**config.mk**
```make
export PLATFORM = sky130hd
export DESIGN_NAME = internal_framebuffer_streamer
export DESIGN_NICKNAME = d
export VERILOG_FILES = /design/src/rtl/internal_framebuffer_streamer.sv
export SDC_FILE = /design/constraint.sdc
export NUM_CORES = 1
export LEC_CHECK = 0
export CAP_MARGIN = 20
export CORE_ASPECT_RATIO = 1.25
export CORE_MARGIN = 2
export CORE_UTILIZATION = 45
export CTS_CLUSTER_SIZE = 30
export DETAILED_ROUTE_END_ITERATION = 8
export PLACE_DENSITY = 0.71
export SETUP_SLACK_MARGIN = 0.5
export SLEW_MARGIN = 20
export SYNTH_ARGS = -nofsm -noshare
export SYNTH_HDL_FRONTEND = slang
export SYNTH_SLANG_ARGS = --single-unit
```
**constraint.sdc**
```tcl
create_clock -name clk -period 9.4 [get_ports clk]
set_input_delay 0.94 -clock clk [delete_from_list [all_inputs] [get_ports clk]]
set_output_delay 0.94 -clock clk [all_outputs]
set_load 0.01 [all_outputs]
```
**src/rtl/internal_framebuffer_streamer.sv**
```systemverilog
// Framebuffer read sequencer with credit-limited issue and AXI-Stream output buffer.
// Optional sticky overflow check: define RASTERIX_FB_STREAMER_OVERFLOW_CHECK_EN.

// Generic show-ahead FIFO: head visible whenever not empty.
// Latency: write at edge N is visible at the head in cycle N+1.
// Backpressure: push ignored when full unless a pop happens in the same cycle.
module internal_framebuffer_streamer_fifo #(
    parameter int WIDTH    = 33,
    parameter int DEPTH_LG = 3
) (
    input  logic             clk,
    input  logic             reset,
    input  logic             push,
    input  logic [WIDTH-1:0] wr_dat,
    input  logic             pop,
    output logic [WIDTH-1:0] rd_dat,
    output logic             full,
    output logic             empty
);
    localparam int DEPTH = 2 ** DEPTH_LG;

    logic [WIDTH-1:0]    mem [DEPTH];
    logic [DEPTH_LG-1:0] wr_ptr;
    logic [DEPTH_LG-1:0] rd_ptr;
    logic [DEPTH_LG:0]   cnt;
    logic                do_push;
    logic                do_pop;

    assign empty   = (cnt == '0);
    assign full    = (cnt == (DEPTH_LG+1)'(DEPTH));
    assign do_pop  = pop & ~empty;
    assign do_push = push & (~full | do_pop);
    // Drive zero rather than stale storage when nothing is held.
    assign rd_dat  = empty ? '0 : mem[rd_ptr];

    always_ff @(posedge clk) begin
        if (do_push) begin
            mem[wr_ptr] <= wr_dat;
        end
    end

    always_ff @(posedge clk or posedge reset) begin
        if (reset) begin
            wr_ptr <= '0;
            rd_ptr <= '0;
            cnt    <= '0;
        end else begin
            if (do_push) begin
                wr_ptr <= wr_ptr + DEPTH_LG'(1);
            end
            if (do_pop) begin
                rd_ptr <= rd_ptr + DEPTH_LG'(1);
            end
            case ({do_push, do_pop})
                2'b10:   cnt <= cnt + (DEPTH_LG+1)'(1);
                2'b01:   cnt <= cnt - (DEPTH_LG+1)'(1);
                default: cnt <= cnt;
            endcase
        end
    end
endmodule

// Sweeps a pixel range issuing one read per cycle, buffers reader data, streams it out.
// Latency: start to first request 1 cycle, start to first beat 4 cycles.
// Backpressure: issue stalls when credits (free FIFO slots) run out; resumes the cycle after a pop.
module internal_framebuffer_streamer #(
    parameter int NUMBER_OF_SUB_PIXELS         = 4,
    parameter int SUB_PIXEL_WIDTH              = 8,
    parameter int FRAMEBUFFER_SIZE_IN_PIXEL_LG = 18,
    parameter int FIFO_DEPTH_LG                = 3
) (
    input  logic                                                clk,
    input  logic                                                reset,
    input  logic                                                start,
    input  logic [FRAMEBUFFER_SIZE_IN_PIXEL_LG-1:0]             startAddr,
    input  logic [FRAMEBUFFER_SIZE_IN_PIXEL_LG:0]               pixelCount,
    output logic                                                busy,
    output logic                                                arvalid,
    output logic                                                arlast,
    output logic [FRAMEBUFFER_SIZE_IN_PIXEL_LG-1:0]             araddr,
    input  logic                                                rvalid,
    input  logic                                                rlast,
    input  logic [NUMBER_OF_SUB_PIXELS*SUB_PIXEL_WIDTH-1:0]     rdata,
    output logic                                                m_axis_tvalid,
    input  logic                                                m_axis_tready,
    output logic                                                m_axis_tlast,
    output logic [NUMBER_OF_SUB_PIXELS*SUB_PIXEL_WIDTH-1:0]     m_axis_tdata,
    output logic                                                overflow
);
    localparam int ADDR_WIDTH  = FRAMEBUFFER_SIZE_IN_PIXEL_LG;
    localparam int PIXEL_WIDTH = NUMBER_OF_SUB_PIXELS * SUB_PIXEL_WIDTH;
    localparam int FIFO_DEPTH  = 2 ** FIFO_DEPTH_LG;
    localparam int CW          = FIFO_DEPTH_LG + 1;

    typedef enum logic [1:0] {IDLE, ISSUE, DRAIN} state_t;

    state_t                state;
    logic [ADDR_WIDTH-1:0] addr;
    logic [ADDR_WIDTH:0]   remaining;
    logic [CW-1:0]         credits;
    logic [CW-1:0]         credits_next;
    logic                  pop;
    logic                  fifo_push;
    logic                  fifo_full;
    logic                  fifo_empty;
    logic [PIXEL_WIDTH:0]  fifo_head;

    assign pop = m_axis_tvalid & m_axis_tready;
    // The request presented this cycle consumes a credit; a pop this cycle returns one.
    assign credits_next = credits - CW'(arvalid) + CW'(pop);
    assign fifo_push    = rvalid & (state != IDLE) & (~fifo_full | pop);

    internal_framebuffer_streamer_fifo #(
        .WIDTH    (PIXEL_WIDTH + 1),
        .DEPTH_LG (FIFO_DEPTH_LG)
    ) u_fifo (
        .clk    (clk),
        .reset  (reset),
        .push   (fifo_push),
        .wr_dat ({rlast, rdata}),
        .pop    (pop),
        .rd_dat (fifo_head),
        .full   (fifo_full),
        .empty  (fifo_empty)
    );

    assign m_axis_tvalid = ~fifo_empty;
    assign m_axis_tlast  = fifo_head[PIXEL_WIDTH];
    assign m_axis_tdata  = fifo_head[PIXEL_WIDTH-1:0];

    always_ff @(posedge clk or posedge reset) begin
        if (reset) begin
            state     <= IDLE;
            busy      <= 1'b0;
            arvalid   <= 1'b0;
            arlast    <= 1'b0;
            araddr    <= '0;
            addr      <= '0;
            remaining <= '0;
            credits   <= CW'(FIFO_DEPTH);
        end else begin
            credits <= credits_next;
            arvalid <= 1'b0;
            case (state)
                IDLE: begin
                    if (start && pixelCount != '0) begin
                        state     <= ISSUE;
                        busy      <= 1'b1;
                        arvalid   <= 1'b1;
                        araddr    <= startAddr;
                        arlast    <= (pixelCount == (ADDR_WIDTH+1)'(1));
                        addr      <= startAddr + ADDR_WIDTH'(1);
                        remaining <= pixelCount - (ADDR_WIDTH+1)'(1);
                    end
                end
                ISSUE: begin
                    if (arvalid && arlast) begin
                        state <= DRAIN;
                    end else if (remaining != '0 && credits_next != '0) begin
                        arvalid   <= 1'b1;
                        araddr    <= addr;
                        arlast    <= (remaining == (ADDR_WIDTH+1)'(1));
                        addr      <= addr + ADDR_WIDTH'(1);
                        remaining <= remaining - (ADDR_WIDTH+1)'(1);
                    end
                end
                DRAIN: begin
                    if (pop && m_axis_tlast) begin
                        state <= IDLE;
                        busy  <= 1'b0;
                    end
                end
                default: state <= IDLE;
            endcase
        end
    end

`ifdef RASTERIX_FB_STREAMER_OVERFLOW_CHECK_EN
    logic overflow_q;

    always_ff @(posedge clk or posedge reset) begin
        if (reset) begin
            overflow_q <= 1'b0;
        end else if (rvalid && state != IDLE && fifo_full && !pop) begin
            overflow_q <= 1'b1;
        end
    end

    assign overflow = overflow_q;
`else
    assign overflow = 1'b0;
`endif
endmodule

```
==> report_table.html <==
<table>
<tr><th>Metric</th><th>Value</th></tr>
<tr><th colspan="2">Power and ir drop</th></tr>
<tr><td>Fraction of power consumed by sequential logic</td><td>0.366</td></tr>
<tr><td>Share of power burned in the clock network</td><td>0.231</td></tr>
<tr><td>Net Sw Frac</td><td>0.347</td></tr>
<tr><td>Peak supply drop</td><td>approximately 0.0003 V</td></tr>
<tr><td>Internal power of the cells</td><td>about 3.8 mW</td></tr>
<tr><td>Pleak</td><td>between 6 and 7 nW</td></tr>
<tr><td>Net switching power</td><td>just over 2 mW</td></tr>
<tr><td>Power per cell area</td><td>329 mW/mm2</td></tr>
<tr><td>Combinational share of power</td><td>0.403</td></tr>
<tr><th colspan="2">Floorplanning</th></tr>
<tr><td>Number of placement rows</td><td>74</td></tr>
<tr><td>I/O pins</td><td>between 100 and 150</td></tr>
<tr><td>DIE AREA</td><td>0.0343 mm2</td></tr>
<tr><td>Starting Density</td><td>0.454</td></tr>
<tr><td>Placeable core region</td><td>between 0.03 and 0.04 mm2</td></tr>
<tr><td>Die Y-Extent</td><td>207 um</td></tr>
<tr><td>Die Wd</td><td>approximately 170 um</td></tr>
<tr><th colspan="2">Worst setup path</th></tr>
<tr><td>Startpoint of the worst register-to-register path</td><td>u_fifo.cnt[3]$_DFFE_PP0P_</td></tr>
<tr><td>Critical Path Slowest Stage Cell</td><td>sky130_fd_sc_hd__dfrtp_4</td></tr>
<tr><td>Worst endpoint required time</td><td>~8500 ps</td></tr>
<tr><td>WS Path Type</td><td>reg2out</td></tr>
<tr><td>Worst setup path startpoint</td><td>u_fifo.rd_ptr[0]$_DFFE_PP0P_</td></tr>
<tr><td>Setup crit end kind</td><td>primary output</td></tr>
<tr><td>Startpoint type of the worst setup path</td><td>flip-flop</td></tr>
<tr><td>Max Fanout on Critical Path</td><td>between 50 and 60</td></tr>
<tr><td>Critical-path cell list</td><td>buf_6 &gt; mux4_2 &gt; mux2i_1 &gt; nor2_1 &gt; clkdlybuf4s50_1</td></tr>
<tr><td>Largest delay share family, worst path</td><td>buffers and inverters</td></tr>
<tr><td>Worst Path Arrival</td><td>between 3000 and 4000 ps</td></tr>
<tr><td>Critical path buffer and inverter count</td><td>2</td></tr>
<tr><td>CP peak stage delay</td><td>around 640 ps</td></tr>
<tr><th colspan="2">Global route</th></tr>
<tr><td>Total congestion overflow</td><td>0</td></tr>
<tr><td>Wire length of the first global-routing pass</td><td>just over 50,000 um</td></tr>
<tr><td>Antenna violations before repair</td><td>1</td></tr>
<tr><td>Overall global routing resource usage</td><td>0.188</td></tr>
<tr><td>Largest net degree at the start of global routing</td><td>83</td></tr>
<tr><td>Vias in the first global route</td><td>8,939</td></tr>
<tr><th colspan="2">Timing</th></tr>
<tr><td>Final worst-path cycle share</td><td>0.450</td></tr>
<tr><td>Setup_tns</td><td>0 ps</td></tr>
<tr><td>Relative slew slack</td><td>0.322</td></tr>
<tr><td>Transition at the pin with the smallest max-transition slack</td><td>roughly 1000 ps</td></tr>
<tr><td>Unrepaired setup endpoints after global routing</td><td>no</td></tr>
<tr><td>Final setup violation count</td><td>0</td></tr>
<tr><td>Final Max Slew Viols</td><td>0</td></tr>
<tr><td>Total count of hold-check failures in the final report</td><td>0</td></tr>
<tr><td>Period minus WS final</td><td>about 4200 ps</td></tr>
<tr><td>Final setup margin</td><td>slightly above 5000 ps</td></tr>
<tr><td>Worst clock skew on the final layout</td><td>23.3 ps</td></tr>
<tr><td>Maximum clock frequency</td><td>between 0.2 and 0.25 GHz</td></tr>
<tr><th colspan="2">Clock tree</th></tr>
<tr><td>H-tree lvl count</td><td>2</td></tr>
<tr><td>Number of buffers inserted during clock tree synthesis</td><td>35</td></tr>
<tr><td>Clock sink count</td><td>about 340</td></tr>
<tr><td>Master cell of the clock root buffer</td><td>sky130_fd_sc_hd__clkbuf_16</td></tr>
<tr><td>Clock tree from TritonCTS</td><td>built</td></tr>
<tr><td>Clock Tree Buf Depth</td><td>3</td></tr>
<tr><td>Number of post-CTS setup repair buffers</td><td>0</td></tr>
<tr><td>Clock network latency to the later pin of the worst-skew pair</td><td>530 ps</td></tr>
<tr><td>PostCTS Resize Cnt</td><td>0</td></tr>
<tr><td>Post-cts hold buffer count</td><td>0</td></tr>
<tr><td>Clock transition at the registers of the reported paths</td><td>60 ps</td></tr>
<tr><th colspan="2">Layout</th></tr>
<tr><td>Most common cell after layout, fill and taps aside</td><td>sky130_fd_sc_hd__edfxtp_1</td></tr>
<tr><td>Post-layout nets</td><td>roughly 1,200</td></tr>
<tr><td>Number of standard cells in the layout, taps in and fillers out</td><td>1,554</td></tr>
<tr><td>Ant diodes</td><td>0</td></tr>
<tr><td>Most frequent cells in the layout</td><td>sky130_fd_sc_hd__edfxtp_1 (264), sky130_fd_sc_hd__clkdlybuf4s50_1 (129), sky130_fd_sc_hd__nor2_1 (79)</td></tr>
<tr><td>Area growth from synthesis to final layout</td><td>19.7%</td></tr>
<tr><td>Layout cell share with drive strength beyond 1</td><td>0.142</td></tr>
<tr><td>Final core area utilization</td><td>0.544</td></tr>
<tr><th colspan="2">Detailed routing</th></tr>
<tr><td>Post-route DRC violation count</td><td>0</td></tr>
<tr><td>DRC marker count from the first detailed-route iteration</td><td>between 800 and 900</td></tr>
<tr><td>Total wirelength of the detailed-routed design</td><td>32,100 um</td></tr>
<tr><td>Antenna Violating Nets Remaining</td><td>0</td></tr>
<tr><td>Count of TritonRoute iterations in the first routing pass</td><td>5</td></tr>
<tr><td>Via count normalized by instance count</td><td>roughly 5.7</td></tr>
<tr><td>DR WL/cell</td><td>slightly above 20 um</td></tr>
<tr><td>DR vias</td><td>around 8,800</td></tr>
<tr><th colspan="2">Yosys</th></tr>
<tr><td>Top FF cell, synth</td><td>sky130_fd_sc_hd__edfxtp_1</td></tr>
<tr><td>Portion of synthesized cell area occupied by the leading cell type</td><td>0.537</td></tr>
<tr><td>Number of synthesized register bits</td><td>338</td></tr>
<tr><td>Post-Syn Instances</td><td>slightly below 1,000</td></tr>
<tr><td>Post-Syn Area per Cell</td><td>15.0 um2</td></tr>
<tr><td>Async set-reset flop share out of synthesis</td><td>0.219</td></tr>
<tr><td>Count of flip-flops with a built-in enable after synthesis</td><td>between 200 and 300</td></tr>
<tr><td>Distinct cell type count of the synthesized netlist</td><td>between 70 and 80</td></tr>
<tr><td>Nets in the synthesized netlist</td><td>1,075</td></tr>
<tr><td>Mapped Area</td><td>0.0148 mm2</td></tr>
<tr><td>Area leader, netlist</td><td>sky130_fd_sc_hd__edfxtp_1</td></tr>
<tr><td>Cells taking the most area after synthesis</td><td>sky130_fd_sc_hd__edfxtp_1 (54%), sky130_fd_sc_hd__dfrtp_1 (12%), sky130_fd_sc_hd__mux4_2 (10%)</td></tr>
<tr><td>Number of warnings reported in the yosys synthesis log</td><td>0</td></tr>
<tr><td>Sequential cell area fraction in the yosys report</td><td>0.662</td></tr>
<tr><th colspan="2">Placement</th></tr>
<tr><td>Placed cells</td><td>around 1,500</td></tr>
<tr><td>Detailed Place HPWL</td><td>around 18,000 um</td></tr>
<tr><td>Weighted congestion reported at the end of routability-driven placement</td><td>0.855</td></tr>
<tr><td>PortBufs</td><td>about 130</td></tr>
<tr><td>Dpl ws</td><td>~4800 ps</td></tr>
<tr><th colspan="2">Min path</th></tr>
<tr><td>Type of the worst min-delay path</td><td>reg2reg</td></tr>
<tr><td>HP Start</td><td>araddr[13]$_DFFE_PP0P_</td></tr>
<tr><th colspan="2">Flow run</th></tr>
<tr><td>Max-cap violations</td><td>0</td></tr>
<tr><th colspan="2">Run status</th></tr>
<tr><td>Status</td><td>completed</td></tr>
</table>
[final timing paths]
path,to,cells past startpoint,slack [ps]
max,m_axis_tdata[0],5,5170
max in group asynchronous,credits[3]$_DFF_PP1_,4,7980
max reg2reg,addr[13]$_DFFE_PP0P_,13,5470
min in group asynchronous,addr[17]$_DFFE_PP0P_,3,800
min reg2reg,araddr[13]$_DFFE_PP0P_,2,480
min,araddr[13]$_DFFE_PP0P_,2,480
[power groups by stage]
| stage | Sequential (mW) | Clock (mW) | Combinational, mW |
|---|---|---|---|
| global placement | 2.15 | 0 | 2.32 |
| CTS | 2.13 | 1.38 | 2.38 |
| floorplan | 2.10 | 0 | 1.61 |
| detailed placement | 2.16 | 0 | 2.36 |
| global route | 2.17 | 1.43 | 2.59 |
| finish | 2.13 | 1.35 | 2.35 |
[state kept, by name (all words and copies together), names as in the netlist]
signal and count:
araddr 18, u_fifo.wr_ptr 3, arvalid 1, u_fifo.mem 264
arlast 1, u_fifo.rd_ptr 3, u_fifo.cnt 4, state 2
addr 18, remaining 19, credits 4, busy 1
[worst reg2reg max path: cells and delay by family, from the launching register on]
family | cells | cell delay, ps
buffers and inverters | 3 | 850
DFF | 1 | 410
adders and majority gates | 3 | 900
AOI/OAI and AO/OA | 4 | 870
and+or+nand+nor | 3 | 820
[cell usage after synthesis (5+ instances only)]
master,number
sky130_fd_sc_hd__a21oi_1,42
sky130_fd_sc_hd__nand2_1,64
sky130_fd_sc_hd__edfxtp_1,264
sky130_fd_sc_hd__clkbuf_1,26
sky130_fd_sc_hd__ha_1,14
sky130_fd_sc_hd__nand3_1,12
sky130_fd_sc_hd__o31ai_1,6
sky130_fd_sc_hd__nor4_1,14
sky130_fd_sc_hd__nor3_1,15
sky130_fd_sc_hd__or3_1,6
sky130_fd_sc_hd__nor2_1,85
sky130_fd_sc_hd__buf_4,5
sky130_fd_sc_hd__o21ai_0,51
sky130_fd_sc_hd__inv_1,29
sky130_fd_sc_hd__buf_2,6
sky130_fd_sc_hd__xnor2_1,12
sky130_fd_sc_hd__mux4_2,66
sky130_fd_sc_hd__xor2_1,12
sky130_fd_sc_hd__mux2i_1,49
sky130_fd_sc_hd__or4_1,7
sky130_fd_sc_hd__dfrtp_1,73
sky130_fd_sc_hd__buf_1,15
sky130_fd_sc_hd__nand2b_1,9
sky130_fd_sc_hd__a31oi_1,9
[layout make-up]
cell class / count / area, um2
timing repair buffer: 148 / 1460
inverter: 30 / 113
fill: 2596 / 14800
tap: 418 / 523
sequential: 338 / 9790
clock inverter: 17 / 176
multi-input combinational: 561 / 4700
clock buffer: 42 / 923
[kinds of logic after synthesis]
logic type               synth area share
multiplexers                        0.137
buffers and inverters              0.0245
other                            0.000254
flip-flops                          0.662
XOR/XNOR                           0.0142
AND/OR/NAND/NOR                    0.0801
adder cells (fa/ha/maj)            0.0146
AO/OA/AOI/OAI                      0.0669
[metal layers]
layer,part of all wire,up-vias,track usage
met5,0.00034,-,0
met4,0.019,2,0.0537
met3,0.052,41,0.0370
met2,0.50,258,0.319
met1,0.43,4459,0.248
li1,-,4061,-
[per-stage QoR]
stage / area, um2 / hold slack [ps] / power, mW
finish: 17700 / 478 / 5.82
CTS: 17600 / 481 / 5.89
global route: 17700 / 525 / 6.19
global placement: 16500 / 460 / 4.47
floorplan: 14800 / 445 / 3.71
detailed placement: 16500 / 469 / 4.52
(Power assumes the default switching activity.)
